`src/rtl/vram_wb_writer.sv`:
```
// Buffered Wishbone classic single-write master: queues VRAM write requests in a FIFO
// and issues one write cycle per entry, finishing each on ack or aborting it on timeout.
module vram_wb_writer #(
    parameter int ADDR_W     = 27,
    parameter int DATA_W     = 32,
    parameter int FIFO_DEPTH = 8,
    parameter int TIMEOUT    = 255
) (
    input  logic                              clk_100MHz,
    input  logic                              reset_n,
    input  logic                              req_valid,
    output logic                              req_ready,
    input  logic [ADDR_W-1:0]                 req_addr,
    input  logic [DATA_W-1:0]                 req_data,
    input  logic [DATA_W/8-1:0]               req_sel,
    output logic                              wb_cyc_o,
    output logic                              wb_stb_o,
    output logic                              wb_we_o,
    output logic [ADDR_W-1:0]                 wb_adr_o,
    output logic [DATA_W-1:0]                 wb_dat_o,
    output logic [DATA_W/8-1:0]               wb_sel_o,
    input  logic                              wb_ack_i,
    output logic [$clog2(FIFO_DEPTH+1)-1:0]   fifo_level,
    output logic                              busy,
    output logic                              timeout_err,
    input  logic                              err_clr
);

    localparam int SEL_W = DATA_W / 8;
    localparam int PTR_W = $clog2(FIFO_DEPTH);
    localparam int LVL_W = $clog2(FIFO_DEPTH + 1);

    typedef enum logic {
        IDLE = 1'b0,
        BUS  = 1'b1
    } state_t;

    state_t             state;
    logic [15:0]        wait_cnt;
    logic [PTR_W-1:0]   wr_ptr;
    logic [PTR_W-1:0]   rd_ptr;
    logic               push;
    logic               pop;

    logic [ADDR_W-1:0]  adr_mem [FIFO_DEPTH];
    logic [DATA_W-1:0]  dat_mem [FIFO_DEPTH];
    logic [SEL_W-1:0]   sel_mem [FIFO_DEPTH];

    // Handshake: a request transfers on any rising edge where req_valid and req_ready
    // are both high; req_ready depends only on the registered level, so a full FIFO
    // refuses a push even in a cycle where the FSM pops.
    always_comb begin
        req_ready = (fifo_level != LVL_W'(FIFO_DEPTH));
        push      = req_valid & req_ready;
        pop       = (state == IDLE) && (fifo_level != '0);
        busy      = (fifo_level != '0) | wb_cyc_o;
        wb_stb_o  = wb_cyc_o;
        wb_we_o   = wb_cyc_o;
    end

    always_ff @(posedge clk_100MHz) begin
        if (push) begin
            adr_mem[wr_ptr] <= req_addr;
            dat_mem[wr_ptr] <= req_data;
            sel_mem[wr_ptr] <= req_sel;
        end
    end

    // Depth is a power of two, so pointer wrap is plain binary overflow.
    always_ff @(posedge clk_100MHz or negedge reset_n) begin
        if (!reset_n) begin
            wr_ptr     <= '0;
            rd_ptr     <= '0;
            fifo_level <= '0;
        end else begin
            if (push) wr_ptr <= wr_ptr + PTR_W'(1);
            if (pop)  rd_ptr <= rd_ptr + PTR_W'(1);
            case ({push, pop})
                2'b10:   fifo_level <= fifo_level + LVL_W'(1);
                2'b01:   fifo_level <= fifo_level - LVL_W'(1);
                default: fifo_level <= fifo_level;
            endcase
        end
    end

    always_ff @(posedge clk_100MHz or negedge reset_n) begin
        if (!reset_n) begin
            state       <= IDLE;
            wait_cnt    <= '0;
            wb_cyc_o    <= 1'b0;
            wb_adr_o    <= '0;
            wb_dat_o    <= '0;
            wb_sel_o    <= '0;
            timeout_err <= 1'b0;
        end else begin
            if (err_clr) timeout_err <= 1'b0;
            case (state)
                IDLE: begin
                    if (pop) begin
                        wb_adr_o <= adr_mem[rd_ptr];
                        wb_dat_o <= dat_mem[rd_ptr];
                        wb_sel_o <= sel_mem[rd_ptr];
                        wb_cyc_o <= 1'b1;
                        wait_cnt <= '0;
                        state    <= BUS;
                    end
                end
                BUS: begin
                    // An ack arriving in the final wait cycle still counts as success.
                    if (wb_ack_i) begin
                        wb_cyc_o <= 1'b0;
                        state    <= IDLE;
                    end else if (wait_cnt == 16'(TIMEOUT - 1)) begin
                        wb_cyc_o    <= 1'b0;
                        timeout_err <= 1'b1;
                        state       <= IDLE;
                    end else begin
                        wait_cnt <= wait_cnt + 16'd1;
                    end
                end
                default: state <= IDLE;
            endcase
        end
    end

endmodule

```
`config.mk`:
```
export PLATFORM = sky130hd
export DESIGN_NAME = vram_wb_writer
export DESIGN_NICKNAME = d
export VERILOG_FILES = /design/src/rtl/vram_wb_writer.sv
export SDC_FILE = /design/constraint.sdc
export NUM_CORES = 1
export LEC_CHECK = 0
export CORE_MARGIN = 2
export CORE_UTILIZATION = 42
export DETAILED_ROUTE_END_ITERATION = 8
export PLACE_DENSITY_LB_ADDON = 0.1
export SLEW_MARGIN = 20
export SYNTH_ARGS = -nofsm -noshare
export SYNTH_HDL_FRONTEND = slang
export SYNTH_SLANG_ARGS = --single-unit
```
`constraint.sdc`:
```
create_clock -name clk_100MHz -period 6.5 [get_ports clk_100MHz]
set_clock_uncertainty 0.05 [all_clocks]
set_input_delay 0.975 -clock clk_100MHz [delete_from_list [all_inputs] [get_ports clk_100MHz]]
set_output_delay 0.975 -clock clk_100MHz [all_outputs]
set_load 0.01 [all_outputs]
```
==> results of run 1 <==
[cell usage after synthesis, types with 3 or more instances]
master,count
a31oi_1,12
buf_1,5
buf_2,22
buf_4,3
clkbuf_1,26
dfrtp_1,92
edfxtp_1,504
ha_1,7
inv_1,9
mux2i_1,67
mux4_2,126
nand2_1,79
nand2b_1,8
nand3_1,8
nand4_1,9
nor2_1,12
nor3_1,6
o211ai_1,5
o21ai_0,67
or4_1,3
xnor2_1,4
xor2_1,4
[logic make-up after synthesis]
group | count (synthesis) | share of synthesized area, %
flip-flops | 596 | 77.07
multiplexers | 195 | 15.61
AND/OR/NAND/NOR | 140 | 2.986
AO/OA/AOI/OAI | 94 | 2.339
buffers and inverters | 66 | 1.300
XOR/XNOR | 8 | 0.3097
adder cells (fa/ha/maj) | 7 | 0.3871
[routing by layer]
| metal | vias to the layer above | GRT usage, % |
|---|---|---|
| met4 | 2 | 4.883 |
| met5 | - | 0 |
| met3 | 54 | 3.160 |
| met1 | 5547 | 23.16 |
| li1 | 4842 | - |
| met2 | 181 | 28.14 |
[sequential cells by signal, summed over array words and instances, names as in the netlist]
name	flops
adr_mem	216
dat_mem	256
fifo_level	4
rd_ptr	3
sel_mem	32
state	1
timeout_err	1
wait_cnt	16
wb_adr_o	27
wb_cyc_o	1
wb_dat_o	32
wb_sel_o	4
wr_ptr	3
[power by group through the flow]
stage,clock [W],combinational (W),sequential [W]
2_1_floorplan,0,0.00220,0.00533
3_3_place_gp,0,0.00332,0.00549
3_5_place_dp,0,0.00333,0.00551
4_1_cts,0.00371,0.00334,0.00544
5_1_grt,0.00387,0.00354,0.00551
6_report,0.00360,0.00323,0.00541
[worst max-delay path: stages, from the launching register on]
cell and delay (ps):
dfrtp_1 470, or4b_2 780, clkdlybuf4s50_1 540
[area by class of cell]
cell class | count | area (sq um)
Fill cell | 4364 | 26510
Sequential cell | 596 | 17450
Multi-Input combinational cell | 444 | 4951
Clock buffer | 100 | 1861
Timing Repair Buffer | 162 | 1589
Tap cell | 696 | 870.8
Clock inverter | 21 | 236.5
Inverter | 9 | 33.78
[final timing paths]
path / startpoint / to / slack (ps) / cells past startpoint
max: fifo_level[1] / req_ready / 3100 / 2
min: reset_n / wait_cnt[9] / 360 / 1
max reg2reg: rd_ptr[0] / wb_dat_o[7] / 3540 / 4
min reg2reg: wb_adr_o[24] / wb_adr_o[24] / 420 / 2
max in group asynchronous: reset_n / rd_ptr[0] / 4750 / 2
min in group clk_100MHz: wb_adr_o[24] / wb_adr_o[24] / 420 / 2
[through the flow]
step / instance area (sq um) / setup WS, ps / util (%)
2_1_floorplan: 22620 / 200.3 / -
3_3_place_gp: 24890 / 2633 / 46.53
3_5_place_dp: 24890 / 2578 / 46.53
4_1_cts: 26990 / 3050 / 50.45
5_1_grt: 26990 / 3018 / 50.45
6_report: 26990 / 3100 / 50.45
==> results.py, run 1 <==
metrics = {
    "setup_path": {
        "crit_path_end_kind": "primary output",
        "crit_fanout": 9,
        "crit_type": "flop to primary output",
        "arrival_ps": 2380,
        "critPathLaunchType": "flop",
        "required_ps": 5470,
    },
    "global_route": {
        "antenna_found_initial": 1,
        "grt_use_total_pct": 17.00,
        "grt_pass1_vias": 11382,
        "grt_pass1_wl_um": 70890,
        "grt_max_degree": 98,
        "grt.overflow.total": 0,
    },
    "sta": {
        "fin_crit_sh_pct": 52.31,
        "hold_viol": 0,
        "setup_tns_ps": 0,
        "max_freq_mhz": 294.1,
        "rsz0062_at_grt": "false",
        "hold_ws_ps": 360.9,
        "slew_headroom_pct": 28.60,
        "min_period_ps": 3400,
        "setup_violations": 0,
        "drv_slew": 0,
        "worst_pin_slew_ps": 1071,
    },
    "cts": {
        "ctsResizeCount": 0,
        "cts_hold_buf": 0,
        "cts_root_buf": "clkbuf_16",
        "cts.sinks": 596,
        "insertion_delay_ps": 600,
        "h-tree-depth": 3,
        "cts_buffers": 66,
        "tritoncts": "built",
        "cts_buffer_depth": 3,
        "clkTransAtPathRegs_ps": 60,
        "post_cts_buffers": 0,
    },
    "finish": {
        "layout_common_cells": "504 x edfxtp_1, 139 x clkdlybuf4s50_1, 126 x mux4_2",
        "num_antenna_cells": 0,
        "drive_gt1_share_pct": 19.44,
        "layout_commonest_cell": "edfxtp_1",
        "fin_nets": 1354,
        "syn_to_final_growth_pct": 19.30,
        "fin_cells": 2028,
    },
    "drt": {
        "drt_iter0_markers": 674,
        "wl_met2_um": 22580,
        "top_layer": "met5",
        "m1WireLength_um": 20700,
        "vias": 10626,
        "wl_um": 45820,
        "first_pass_iters": 5,
        "wl_met3_um": 1816,
        "post_drt_wl_per_cell_um": 22.59,
        "vias_per_cell": 5.240,
        "route.detailed.drc": 0,
        "ant_nets": 0,
    },
    "floorplanning": {
        "fp.dieArea_sq_um": 55740,
        "start_util_pct": 42.29,
        "fp.dieH_um": 236.1,
        "num_rows": 85,
        "design.core.area_sq_um": 53500,
        "die_x_um": 236.1,
        "io_pins": 141,
    },
    "pwr": {
        "p_per_area_nw_per_um2": 453.6,
        "switching_share_pct": 29.03,
        "power_frac_comb_pct": 26.4,
        "switchingPower_w": 0.003553,
        "p_seq_share_pct": 44.2,
        "power.internal_w": 0.008688,
        "irDropWorstVdd_mv": 0.2951,
        "p_leak_nw": 9.075,
        "power.share.clock_pct": 29.4,
        "power_w": 0.01224,
    },
    "synthesis": {
        "synthArstFlopShare_pct": 15.44,
        "synth_flop_cell": "edfxtp_1",
        "synth_edf_count": 504,
        "ys_top_cells_by_area": "edfxtp_1 67%, mux4_2 13%, dfrtp_1 10%",
        "synth-seq-cells": 596,
        "synth_top_area_cell": "edfxtp_1",
        "ys_seq_area_share_pct": 77.07,
        "synth.distinct_cells": 43,
        "synth_top_area_share_pct": 66.90,
        "avgSynthCellArea_sq_um": 20.46,
        "yosys_warnings": 0,
        "netlist_instances": 1106,
        "netlist_area_sq_um": 22620,
        "synthesis.nets": 1181,
    },
    "place": {
        "dpl.hpwl_um": 25400,
        "port_buffers": 140,
        "placedCellCount": 1907,
        "place.gp.congestion": 0.7450,
    },
    "job": {
        "cap_violations": 0,
    },
    "hold_path": {
        "hold_class": "input pin to asynchronous set/reset pin",
    },
    "outcome": {
        "status": "finished, final reports clean",
    },
}
Note: power is estimated with default switching activity, not from simulation.
==> inputs of run 2 (changes only) <==
clock period = 3.4 ns   (was 6.5 ns; I/O delays follow)
==> run 2 against run 1 <==
  * Setup slack got worse by 2600 ps
  * Core utilization rose by 0.34 points
  * Worst hold slack improved by 63 ps
  * Clock power rose by 79%
  * Clock-buffer cell count fell by 3
  * Sequential power rose by 90%
  * Cell count rose by 0.39%
  * Via count rose by 2.9%
  * Critical endpoint unchanged
==> results.py, run 2 (same netlist as run 1, synthesis figures left out) <==
metrics = {
    "setup_path": {
        "required_ps": 2840,
        "crit_path_end_kind": "primary output",
        "crit_fanout": 9,
        "crit_type": "flop to primary output",
        "critPathLaunchType": "flop",
        "arrival_ps": 2360,
    },
    "cts": {
        "cts_buffer_depth": 3,
        "ctsResizeCount": 0,
        "cts_root_buf": "clkbuf_16",
        "cts_hold_buf": 1,
        "cts.sinks": 596,
        "cts_buffers": 61,
        "tritoncts": "built",
        "post_cts_buffers": 0,
        "clkTransAtPathRegs_ps": 60,
        "h-tree-depth": 2,
        "insertion_delay_ps": 600,
    },
    "hold_path": {
        "hold_class": "flop to flop",
    },
    "sta": {
        "setup_violations": 0,
        "layout_setup_ws_ps": 477.3,
        "max_freq_mhz": 342.1,
        "min_period_ps": 2923,
        "worst_pin_slew_ps": 888.2,
        "slew_headroom_pct": 40.57,
        "drv_slew": 0,
        "hold_viol": 0,
        "fin_crit_sh_pct": 85.96,
        "rsz0062_at_grt": "false",
    },
    "finish": {
        "top_register": "dat_mem",
        "fin_nets": 1363,
        "fin_cells": 2036,
        "largest_reg_flops": 256,
        "largestRegisters": "dat_mem x256, adr_mem x216",
        "finish.utilization_pct": 50.79,
        "layout_common_cells": "504 x edfxtp_1, 139 x clkdlybuf4s50_1, 126 x mux4_2",
        "drive_gt1_share_pct": 20.31,
        "syn_to_final_growth_pct": 20.10,
        "layout_commonest_cell": "edfxtp_1",
    },
    "place": {
        "place_ws_ps": 694.3,
        "placedCellCount": 1920,
        "place.gp.congestion": 0.7771,
        "dpl.hpwl_um": 25870,
        "port_buffers": 140,
    },
    "global_route": {
        "grt_use_total_pct": 17.52,
        "grt_pass1_wl_um": 72930,
        "grt.overflow.total": 0,
        "grt_pass1_vias": 11538,
        "antenna_found_initial": 4,
        "grt_max_degree": 135,
    },
    "outcome": {
        "status": "finished, final reports clean",
    },
    "job": {
        "cap_violations": 0,
    },
    "drt": {
        "wl_um": 47490,
        "first_pass_iters": 5,
        "drt_iter0_markers": 659,
        "vias": 10936,
        "post_drt_wl_per_cell_um": 23.33,
        "route.detailed.drc": 0,
        "ant_nets": 0,
        "vias_per_cell": 5.371,
    },
    "pwr": {
        "power_w": 0.02324,
        "irDropWorstVdd_mv": 0.4391,
        "p_leak_nw": 9.140,
        "p_per_area_nw_per_um2": 855.3,
    },
    "floorplanning": {
        "num_rows": 85,
        "start_util_pct": 42.29,
        "design.core.area_sq_um": 53500,
        "fp.dieH_um": 236.1,
        "fp.dieArea_sq_um": 55740,
        "die_x_um": 236.1,
        "io_pins": 141,
    },
}
[run 2: final cells by class]
class,instances,area (sq um)
Multi-Input combinational cell,444,4964
Clock buffer,97,1793
Tap cell,696,870.8
Timing Repair Buffer,176,1909
Sequential cell,596,17450
Clock inverter,17,151.4
Antenna cell,1,2.502
Fill cell,4324,26320
Inverter,9,33.78
[run 2: stage by stage]
step	TNS (ps)	cell area (sq um)	hold slack, ps
2_1_floorplan	-383910	22630	164.4
3_3_place_gp	0	25220	412.2
3_5_place_dp	0	25220	419.6
4_1_cts	0	27170	403.2
5_1_grt	0	27170	434.8
6_report	0	27170	424.1
[run 2: per-layer routing]
layer | part of all wire, % | track usage (%)
met5 | 0.072 | 0
met3 | 3.4 | 2.727
met4 | 2.1 | 5.231
met1 | 45 | 24.42
met2 | 50 | 28.73
[run 2: power by group]
part | internal, W | switching [W] | leakage, nW
combinational | 0.00330 | 0.00319 | 2.46
clock | 0.00375 | 0.00270 | 0.955
sequential | 0.00939 | 0.000914 | 5.72
[run 2: worst paths after layout]
check	startpoint	slack, ps	cells past startpoint	endpoint
max	fifo_level[1]	480	2	req_ready
min reg2reg	wb_adr_o[25]	420	2	wb_adr_o[25]
min in group asynchronous	reset_n	530	2	rd_ptr[2]
min	wb_adr_o[25]	420	2	wb_adr_o[25]
max reg2reg	fifo_level[1]	720	9	fifo_level[2]
max in group asynchronous	reset_n	2000	3	wb_adr_o[16]
[run 2: critical path, stage by stage (launching register included)]
cell and delay [ps]:
dfrtp_1 470, or4b_2 760, clkdlybuf4s50_1 540
